--- src/rtl/apb_master.sv ---
// APB4 requester: takes single transfers from a valid/ready command port, runs them
// through the SETUP/ACCESS phases and returns a registered one-cycle completion.
module apb_master #(
    parameter int  DATA_WIDTH     = 32,
    parameter int  ADDR_WIDTH     = 10,
    parameter int  TIMEOUT_CYCLES = 16,
    localparam int BYTES_PER_WORD = DATA_WIDTH / 8
) (
    input  logic                      pclk,
    input  logic                      preset,
    // command port
    input  logic                      req_valid,
    output logic                      req_ready,
    input  logic [ADDR_WIDTH-1:0]     req_addr,
    input  logic                      req_write,
    input  logic [DATA_WIDTH-1:0]     req_wdata,
    input  logic [BYTES_PER_WORD-1:0] req_strb,
    input  logic [2:0]                req_prot,
    // response port
    output logic                      rsp_valid,
    output logic [DATA_WIDTH-1:0]     rsp_rdata,
    output logic                      rsp_error,
    output logic                      rsp_timeout,
    // APB bus
    output logic [ADDR_WIDTH-1:0]     paddr,
    output logic [2:0]                pprot,
    output logic                      psel,
    output logic                      penable,
    output logic                      pwrite,
    output logic [DATA_WIDTH-1:0]     pwdata,
    output logic [BYTES_PER_WORD-1:0] pstrb,
    input  logic                      pready,
    input  logic [DATA_WIDTH-1:0]     prdata,
    input  logic                      pslverr
);

    localparam bit             TO_EN     = (TIMEOUT_CYCLES > 0);
    localparam int             CNT_W     = TO_EN ? $clog2(TIMEOUT_CYCLES + 1) : 1;
    localparam int             TO_LAST_I = TO_EN ? TIMEOUT_CYCLES - 1 : 0;
    localparam logic [CNT_W-1:0] TO_LAST = CNT_W'(TO_LAST_I);

    typedef enum logic [1:0] {
        IDLE   = 2'd0,
        SETUP  = 2'd1,
        ACCESS = 2'd2
    } state_t;

    typedef struct packed {
        logic [ADDR_WIDTH-1:0]     addr;
        logic [2:0]                prot;
        logic                      write;
        logic [DATA_WIDTH-1:0]     wdata;
        logic [BYTES_PER_WORD-1:0] strb;
    } cmd_t;

    state_t           state_q, state_d;
    cmd_t             cmd_q, cmd_d;
    logic [CNT_W-1:0] wait_cnt;
    logic             load, done, abort, cnt_inc;

    // Read strobes are forced low so the completer never sees byte lanes on a read.
    always_comb begin
        cmd_d.addr  = req_addr;
        cmd_d.prot  = req_prot;
        cmd_d.write = req_write;
        cmd_d.wdata = req_wdata;
        cmd_d.strb  = req_write ? req_strb : '0;
    end

    always_comb begin
        state_d   = state_q;
        req_ready = 1'b0;
        load      = 1'b0;
        done      = 1'b0;
        abort     = 1'b0;
        cnt_inc   = 1'b0;
        unique case (state_q)
            IDLE: begin
                req_ready = 1'b1;
                if (req_valid) begin
                    load    = 1'b1;
                    state_d = SETUP;
                end
            end
            SETUP: state_d = ACCESS;
            ACCESS: begin
                // pready wins over a timeout landing on the same cycle
                if (pready) begin
                    req_ready = 1'b1;
                    done      = 1'b1;
                    if (req_valid) begin
                        load    = 1'b1;
                        state_d = SETUP;
                    end else begin
                        state_d = IDLE;
                    end
                end else if (TO_EN && wait_cnt == TO_LAST) begin
                    abort   = 1'b1;
                    state_d = IDLE;
                end else begin
                    cnt_inc = TO_EN;
                end
            end
            default: state_d = IDLE;
        endcase
        // a request offered during reset must not see a handshake that reset then discards
        if (preset) req_ready = 1'b0;
    end

    always_ff @(posedge pclk) begin
        if (preset) begin
            state_q     <= IDLE;
            cmd_q       <= '0;
            wait_cnt    <= '0;
            rsp_valid   <= 1'b0;
            rsp_rdata   <= '0;
            rsp_error   <= 1'b0;
            rsp_timeout <= 1'b0;
        end else begin
            state_q   <= state_d;
            rsp_valid <= done | abort;
            if (load) begin
                cmd_q    <= cmd_d;
                wait_cnt <= '0;
            end else if (cnt_inc) begin
                wait_cnt <= wait_cnt + 1'b1;
            end
            if (done) begin
                rsp_rdata   <= cmd_q.write ? '0 : prdata;
                rsp_error   <= pslverr;
                rsp_timeout <= 1'b0;
            end else if (abort) begin
                rsp_rdata   <= '0;
                rsp_error   <= 1'b1;
                rsp_timeout <= 1'b1;
            end
        end
    end

    assign psel    = (state_q == SETUP) || (state_q == ACCESS);
    assign penable = (state_q == ACCESS);
    assign paddr   = cmd_q.addr;
    assign pprot   = cmd_q.prot;
    assign pwrite  = cmd_q.write;
    assign pwdata  = cmd_q.wdata;
    assign pstrb   = cmd_q.strb;

endmodule

--- config.mk ---
export PLATFORM = sky130hd
export DESIGN_NAME = apb_master
export DESIGN_NICKNAME = d
export VERILOG_FILES = /design/src/rtl/apb_master.sv
export SDC_FILE = /design/constraint.sdc
export NUM_CORES = 1
export LEC_CHECK = 0
export CORE_MARGIN = 2
export CORE_UTILIZATION = 40
export CTS_BUF_LIST = sky130_fd_sc_hd__clkbuf_4 sky130_fd_sc_hd__clkbuf_8 sky130_fd_sc_hd__clkbuf_16
export DETAILED_ROUTE_END_ITERATION = 10
export HOLD_SLACK_MARGIN = 0.02
export PLACE_DENSITY = 0.8
export SLEW_MARGIN = 20
export SYNTH_ARGS = -nofsm -noshare
export SYNTH_HDL_FRONTEND = slang
export SYNTH_SLANG_ARGS = --single-unit
--- constraint.sdc ---
create_clock -name pclk -period 2.5 [get_ports pclk]
set_clock_uncertainty 0.2 [all_clocks]
set_input_delay 0.375 -clock pclk [delete_from_list [all_inputs] [get_ports pclk]]
set_output_delay 0.375 -clock pclk [all_outputs]
set_load 0.02 [all_outputs]
==> impl_metrics.json <==
{
  "synth-seq-area-share_pct": 52.9,
  "start_util_pct": 40.5,
  "period_needed_ns": 2.37,
  "critPathMaxFanout": 5,
  "htreeDepth": 3,
  "synth_mux_area_share_pct": 0,
  "dieArea_um2": 9460,
  "fin_util_pct": 64.0,
  "grt_max_degree": 89,
  "clk_path_buf_depth": 2,
  "synth-adder-area-share_pct": 2.52,
  "syn_nets": 492,
  "avgViaCountPerCell": 5.30,
  "hold_class": "flip-flop to flip-flop",
  "areaGrowthSynthToFinish_pct": 58.0,
  "grt_pass1_wl_mm": 16.5,
  "syn_inst": 398,
  "slew_violations": 0,
  "maxCapViolCount": 0,
  "core_um2": 8590,
  "timing.rr.start": "wait_cnt[0]",
  "cts_setup_buffers": 0,
  "synth_simple_gate_area_share_pct": 14.5,
  "cp-startpoint": "state_q[1]",
  "dr.pass1.iters": 5,
  "synth_seq_cells": 92,
  "grt.overflow.total": 0,
  "io_pins": 175,
  "worstHoldStart": "pstrb[2]",
  "ys_types": 31,
  "die_h_um": 97.3,
  "hold_violations": 0,
  "layout_commonest_cell": "clkdlybuf4s50_1",
  "vias": 3526,
  "outcome": "completed",
  "finalSetupTns_ns": 0,
  "max_slew_margin_pct": 40.5,
  "cts_resized": 0,
  "yosysTopAreaCellShare_pct": 52.9,
  "cts_tree": "yes",
  "synth_compound_area_share_pct": 24.2,
  "cts_sinks": 92,
  "synth_top_family_by_area": "compound AO/OA/AOI/OAI gates",
  "clk_latency_ns": 0.35,
  "cp.arrival_ns": 1.80,
  "clock.fmax_mhz": 422,
  "grt_pass1_vias": 3393,
  "detailed_place_hpwl_mm": 6.80,
  "fin_crit_sh_pct": 94.9,
  "layout.nets": 646,
  "cts_buffers": 9,
  "clkSlewWorstSetupHoldPaths_ns": 0.11,
  "cp.required_ns": 1.92,
  "wl_mm": 10.0,
  "antenna_left": 0,
  "gp_congestion": 0.834,
  "die_w_um": 97.3,
  "syn_avg_cell_area_um2": 8.75,
  "diodes": 0,
  "rows": 34,
  "cts-root-buf": "clkbuf_8",
  "io_buffers": 174,
  "synth_area_leaders": "dfxtp_1 (53%), a21oi_1 (7.9%), o21ai_0 (7.5%), a22oi_1 (6.9%), nand3_1 (6.8%)",
  "worst_slew_pin_slew_ns": 0.892,
  "yosys.area_share.xor_xnor_pct": 0.503,
  "wl_per_cell_um": 15.0,
  "powerDensity_nw_per_um2": 673,
  "synth_area_um2": 3480,
  "synth_area_leader_cell": "dfxtp_1",
  "drc": 0,
  "criticalPathCategory": "flip-flop to output pin",
  "yosysWarnings": 0,
  "critPathLaunchType": "flip-flop",
  "ir_drop_v": 0.000353,
  "drtIter0Drc": 155,
  "layout-drive-gt1-share_pct": 6.28,
  "postCtsHoldBufs": 0,
  "rsz0062_at_grt": "false",
  "p_leak_nw": 1.95,
  "finalSetupViolCount": 0,
  "grtUsageTotal_pct": 21.0,
  "layout_common_cells": "clkdlybuf4s50_1 (171), dfxtp_1 (92), a21oi_1 (55), o21ai_0 (52), nand3_1 (47)",
  "antenna_found_initial": 0,
  "end_kind": "output pin"
}
metrics by stage:
| stage | hold slack, ns | power [mW] | cell area (um^2) | setup slack [ns] | cells |
|---|---|---|---|---|---|
| 6_report | 0.277 | 3.70 | 5500 | 0.129 | 665 |
| 5_1_grt | 0.295 | 3.90 | 5500 | 0.0646 | 665 |
| 4_1_cts | 0.279 | 3.75 | 5490 | 0.0102 | 665 |
| 3_5_place_dp | 0.263 | 2.74 | 5290 | 0.258 | 649 |
| 3_3_place_gp | 0.257 | 2.73 | 5290 | 0.315 | 649 |
| 2_1_floorplan | 0.254 | 2.23 | 3480 | 0.489 | 398 |
power by group:
part	leakage, nW	switching [mW]	internal (mW)	total (mW)
Sequential	0.749	0.0597	1.58	1.64
Clock	0.103	0.599	0.398	0.997
Combinational	1.10	0.570	0.496	1.07
synth_stat cells:
cell type   n
or3b_4      1
nor3b_1     3
or3_1       1
o21ai_0    52
nand4_1     4
a22oi_1    32
o21ba_2     1
nand3_1    47
a21o_1      1
ha_1        7
o21a_1      1
and3_1      1
nor2b_1     2
a31o_2      1
xnor2_1     2
nand2_1     3
o21ai_1     1
buf_6       1
inv_1       4
dfxtp_1    92
clkbuf_1   28
buf_1       3
a21oi_1    55
or4_1       1
nor2_1     38
and3b_1     1
a211oi_1    2
nor4bb_1    1
nor3_1      1
buf_2       9
a31oi_1     2
kinds of logic (layout without fill, tap and decap cells):
logic type,after synthesis,after routing
and+or+nand+nor,104,104
buffers and inverters,45,204
AOI/OAI and AO/OA,148,148
xor gates and xnor gates,2,2
DFF,92,92
adders and majority gates,7,7
sequential cells by signal, summed over array words and instances, names as in the netlist, 2 cells and up:
name / cells
paddr: 10
pwdata: 32
pprot: 3
wait_cnt: 5
state_q: 2
rsp_rdata: 32
pstrb: 4
layout make-up:
type,instances,area (um^2)
Multi-Input combinational cell,261,1470
Sequential cell,92,1840
Inverter,4,15.0
Tap cell,108,135
Timing Repair Buffer,184,1830
Fill cell,714,3090
Clock inverter,7,76.3
Clock buffer,9,124
layer usage:
metal	vias up	GRT usage, %	wire (um)	part of all wire [%]
li1	1734	-	-	-
met1	1633	25.0	4190	42
met2	143	34.8	4700	47
met3	16	8.06	922	9.2
met4	0	7.05	185	1.8
met5	-	0	0	0
path summary, 6_finish.rpt:
kind                                       to  slack, ns  depth (start not counted)
worst max-delay path                     psel       0.13                          3
worst max register to register  rsp_rdata[25]       0.32                          7
worst min register to register       pstrb[2]       0.28                          2
worst min-delay path                 pstrb[2]       0.28                          2
worst max-delay path: stages (launching register included):
cell,delay [ns]
dfxtp_1,0.42
inv_1,0.09
ha_2,0.32
clkdlybuf4s50_1,0.60
No activity file was read; power rests on OpenSTA's default activity.
==> variant 1: new RTL, same flow settings <==
The parameter `ADDR_WIDTH` goes from 10 to 8.
--- a/src/rtl/apb_master.sv
+++ b/src/rtl/apb_master.sv
@@ -3,5 +3,5 @@
 module apb_master #(
     parameter int  DATA_WIDTH     = 32,
-    parameter int  ADDR_WIDTH     = 10,
+    parameter int  ADDR_WIDTH     = 8,
     parameter int  TIMEOUT_CYCLES = 16,
     localparam int BYTES_PER_WORD = DATA_WIDTH / 8
Interface: changed (resized paddr and req_addr); port bits go from 175 to 171. No check against the original RTL was run, so the function may have changed too.
==> variant 1 against the unedited design <==
Wire length is 0.93% lower; sequential cell count is 2 lower; design area is 1.5% lower; register-to-register slack hardly changed; die area is 1.9% lower; non-clock buffer count is 5 lower; area after synthesis is 2.0% lower; total power is 1.7% higher; setup slack better by 69 ps; final cell count is 2.4% lower; largest power group unchanged; highest routed layer unchanged.
==> variant 1: results (changes against the unedited design) <==
{
  "drt_iter0_markers": {"value": 111, "change": "-28%"},
  "syn_area_per_cell": {"value": 8.77, "unit": "µm²", "change": "+0.29%"},
  "met1Wirelength": {"value": 3960, "unit": "µm", "change": "-5.7%"},
  "routed_via_density": {"value": 5.30, "change": "about the same"},
  "first_pass_iters": {"value": 4, "change": "-1"},
  "fillers": {"value": 707, "change": "-0.98%"},
  "fin_worst_hold_slack": {"value": 274, "unit": "ps", "change": "-2.72 ps"},
  "vdd_drop_max": {"value": 0.365, "unit": "mV", "change": "+3.3%"},
  "synth_cell_types": {"value": 34, "change": "+9.7%"},
  "path_clk_slew": {"value": 90, "unit": "ps", "change": "-20 ps"},
  "global_route.usage.total": {"value": 20.4, "unit": "%", "change": "-0.57 points"},
  "met1_usage": {"value": 22.7, "unit": "%", "change": "-2.4 points"},
  "synth-seq-area-share": {"value": 52.8, "unit": "%", "change": "-0.11 points"},
  "met3_routed_wl": {"value": 1240, "unit": "µm", "change": "+34%"},
  "use_met3": {"value": 9.24, "unit": "%", "change": "+1.2 points"},
  "layout.cells.non_filler": {"value": 649, "change": "-2.4%"},
  "static-leakage-power": {"value": 1.93, "unit": "nW", "change": "-0.92%"},
  "synth_fp_nets": {"value": 481, "change": "-2.2%"},
  "place_congestion": {"value": 0.731, "change": "-12%"},
  "io_buffer_count": {"value": 170, "change": "-2.3%"},
  "met2_length": {"value": 4560, "unit": "µm", "change": "-3.1%"},
  "run_status": "complete, no violations",
  "synth_common_cells": "90 x sky130_fd_sc_hd__dfxtp_1, 53 x sky130_fd_sc_hd__a21oi_1, 48 x sky130_fd_sc_hd__o21ai_0",
  "met2_demand_to_capacity_share_in_global_routing": {"value": 34.4, "unit": "%", "change": "-0.34 points"},
  "place.detailed.hpwl": {"value": 6780, "unit": "µm", "change": "-0.26%"}
}
==> variant 1: changes by cell type after synthesis, sizes merged <==
| cell | unedited run | this run |
|---|---|---|
| nand3 | 47 | 45 |
| o21ai | 53 | 51 |
| buf | 13 | 15 |
| a21oi | 55 | 53 |
| clkbuf | 28 | 25 |
| dfxtp | 92 | 90 |
==> variant 1: final timing paths <==
kind / cells after the start / start / endpoint
worst max-delay path: 3 / state_q[1] / psel
worst min-delay path: 2 / pwdata[29] / pwdata[29]
worst max register to register: 6 / wait_cnt[0] / wait_cnt[3]
worst min register to register: 2 / pwdata[29] / pwdata[29]
==> variant 1: through the flow <==
stage / total power, W / utilization, % / instance area, µm² / worst slack (ps)
6_report: 0.00377 / 65.6 / 5420 / 198
5_1_grt: 0.00397 / 65.6 / 5420 / 123
4_1_cts: 0.00377 / 65.2 / 5390 / 59.1
3_5_place_dp: 0.00265 / 62.4 / 5150 / 3.11
3_3_place_gp: 0.00263 / 62.4 / 5150 / 103
2_1_floorplan: 0.00218 / - / 3410 / 489
==> variant 1: area by class of cell <==
class / count / share of cell area (%)
multi-input combinational: 255 / 26.6
clock buffer: 12 / 2.93
sequential: 90 / 33.3
timing repair buffer: 179 / 33.1
clock inverter: 4 / 1.36
inverter: 4 / 0.277
tap: 105 / 2.42
==> variant 1: power by group <==
part	internal, W	switching [W]
logic	0.000491	0.000564
clock network	0.000630	0.000482
registers	0.00154	0.0000554
==> variant 1: cell families (layout without fill, tap and decap cells) <==
group	count (synthesis)	in the layout
AO/OA/AOI/OAI	144	144
XOR/XNOR	2	2
adder cells (fa/ha/maj)	7	7
buffers and inverters	44	199
flip-flops	90	90
AND/OR/NAND/NOR	102	102
==> variant 2: new RTL, config.mk and constraints unchanged <==
Made on the original files. Put one more register stage on the output `rsp_timeout`, cleared by the reset. The value now appears one clock later. The other outputs are not delayed to match.
--- a/src/rtl/apb_master.sv
+++ b/src/rtl/apb_master.sv
@@ -53,4 +53,6 @@
         logic [BYTES_PER_WORD-1:0] strb;
     } cmd_t;
+
+    logic rsp_timeout_s0;
 
     state_t           state_q, state_d;
@@ -116,5 +118,5 @@
             rsp_rdata   <= '0;
             rsp_error   <= 1'b0;
-            rsp_timeout <= 1'b0;
+            rsp_timeout_s0 <= 1'b0;
         end else begin
             state_q   <= state_d;
@@ -129,9 +131,9 @@
                 rsp_rdata   <= cmd_q.write ? '0 : prdata;
                 rsp_error   <= pslverr;
-                rsp_timeout <= 1'b0;
+                rsp_timeout_s0 <= 1'b0;
             end else if (abort) begin
                 rsp_rdata   <= '0;
                 rsp_error   <= 1'b1;
-                rsp_timeout <= 1'b1;
+                rsp_timeout_s0 <= 1'b1;
             end
         end
@@ -146,4 +148,12 @@
     assign pstrb   = cmd_q.strb;
 
+    always_ff @(posedge pclk) begin
+        if (preset) begin
+            rsp_timeout <= '0;
+        end else begin
+            rsp_timeout <= rsp_timeout_s0;
+        end
+    end
+
 endmodule
 
Function: same outputs for any inputs over 10 cycles, from zero or initial values and one cycle with preset high; that may be too few to reach the edited logic, so the function may still have changed.
==> variant 2 against the unedited design <==
Total power is 12% lower; wire length is 6.9% higher; setup slack improved by 38 ps; register-to-register slack improved by 50 ps; area after synthesis increased by 1.7%; design area grew 1.0%; sequential cell count rose by 1; highest routed layer unchanged.
==> variant 2: results (changes against the unedited design) <==
{
  "layout.non_clock_inverters": {"value": 5, "change": "+1"},
  "share_of_the_final_layout_cell_area_in_multi_input_gates": {"value": 27.0, "unit": "%", "change": "+0.20 points"},
  "hold_path.class": "in2reg",
  "area_taken_by_flip_flops_and_latches": {"value": 0.00186, "unit": "mm²", "change": "+1.1%"},
  "placed_area": {"value": 0.00535, "unit": "mm²", "change": "+1.0%"},
  "finalCoreUtilization": {"value": 64.3, "unit": "%", "change": "+0.34 points"},
  "hold_path_startpoint": "req_valid",
  "slew_headroom": {"value": 67.1, "unit": "%", "change": "+27 points"},
  "first_pass_iters": {"value": 4, "change": "-1"},
  "yosys.area_share.xor_xnor": {"value": 0.495, "unit": "%", "change": "-0.0082 points"},
  "synth_common_cells": "93 x sky130_fd_sc_hd__dfxtp_1, 56 x sky130_fd_sc_hd__a21oi_1, 52 x sky130_fd_sc_hd__o21ai_0",
  "number_of_cells_upsized_or_downsized_after_cts": {"value": 2, "change": "+2"},
  "p_clk_share": {"value": 30.9, "unit": "%", "change": "+4.0 points"},
  "crit_arrival": {"value": 1760, "unit": "ps", "change": "-40 ps"},
  "run_status": "complete, no violations",
  "pwr.group.combinational": {"value": 0.000662, "unit": "W", "change": "-38%"},
  "internal-power": {"value": 0.00238, "unit": "W", "change": "-3.9%"},
  "path_clk_slew": {"value": 80, "unit": "ps", "change": "-30 ps"},
  "first_global_vias": {"value": 3617, "change": "+6.6%"},
  "layout.cells.non_filler": {"value": 670, "change": "+0.75%"},
  "buffers_excl_clock": {"value": 188, "change": "+2.2%"},
  "crit_fanout": {"value": 4, "change": "-1"},
  "multiInputCombCellCount": {"value": 260, "change": "-0.38%"},
  "wire_per_inst": {"value": 16.0, "unit": "µm", "change": "+6.1%"},
  "worst_r2r_path_depth": {"value": 6, "change": "-1"},
  "clkSinkCount": {"value": 93, "change": "+1.1%"},
  "synth_cell_types": {"value": 30, "change": "-3.2%"},
  "global_route.usage.total": {"value": 21.7, "unit": "%", "change": "+0.75 points"},
  "synth-seq-area-share": {"value": 52.6, "unit": "%", "change": "-0.29 points"},
  "grt_start_max_net_pins": {"value": 46, "change": "-48%"},
  "post_route_cells_drive_above_1_share": {"value": 6.23, "unit": "%", "change": "-0.056 points"},
  "fin_worst_hold_slack": {"value": 221, "unit": "ps", "change": "-55.6 ps"},
  "post_place_worst_slack": {"value": 246, "unit": "ps", "change": "-11.2 ps"},
  "nets": {"value": 651, "change": "+0.77%"},
  "place_congestion": {"value": 0.853, "change": "+2.3%"},
  "layout.buffer.nonclock.area_share": {"value": 33.0, "unit": "%", "change": "-0.32 points"},
  "worst-r2r-setup-slack": {"value": 370, "unit": "ps", "change": "+50 ps"},
  "static-leakage-power": {"value": 1.96, "unit": "nW", "change": "+0.63%"},
  "worst_hold_path.num_cells": {"value": 3, "change": "+1"},
  "drt_iter0_markers": {"value": 191, "change": "+23%"},
  "netlist_instances": {"value": 401, "change": "+0.75%"},
  "hold-path-endpoint": "paddr[8]"
}
[variant 2: worst max-delay path by stage]
stage                      startpoint           to  slack (ps)  depth (start not counted)
final                      state_q[0]         psel         170                          3
after global placement         pready    req_ready         270                          4
after floorplan           wait_cnt[0]  wait_cnt[3]         510                          6
after global routing       state_q[1]         psel          90                          3
after CTS                  state_q[1]         psel         140                          3
after detailed placement       pready    req_ready         250                          4
[variant 2: per-layer routing]
metal | up-vias | share of wire (%) | GRT usage (%)
li1 | 1766 | - | -
met1 | 1720 | 42 | 25.8
met2 | 144 | 47 | 35.8
met4 | 0 | 1.5 | 8.01
met3 | 15 | 9.4 | 8.38
met5 | - | 0 | 0
[variant 2: worst max-delay path: stages, from the launching register on]
cell and delay (ps):
sky130_fd_sc_hd__dfxtp_1 390, sky130_fd_sc_hd__inv_1 110, sky130_fd_sc_hd__ha_1 300, sky130_fd_sc_hd__clkdlybuf4s50_1 610
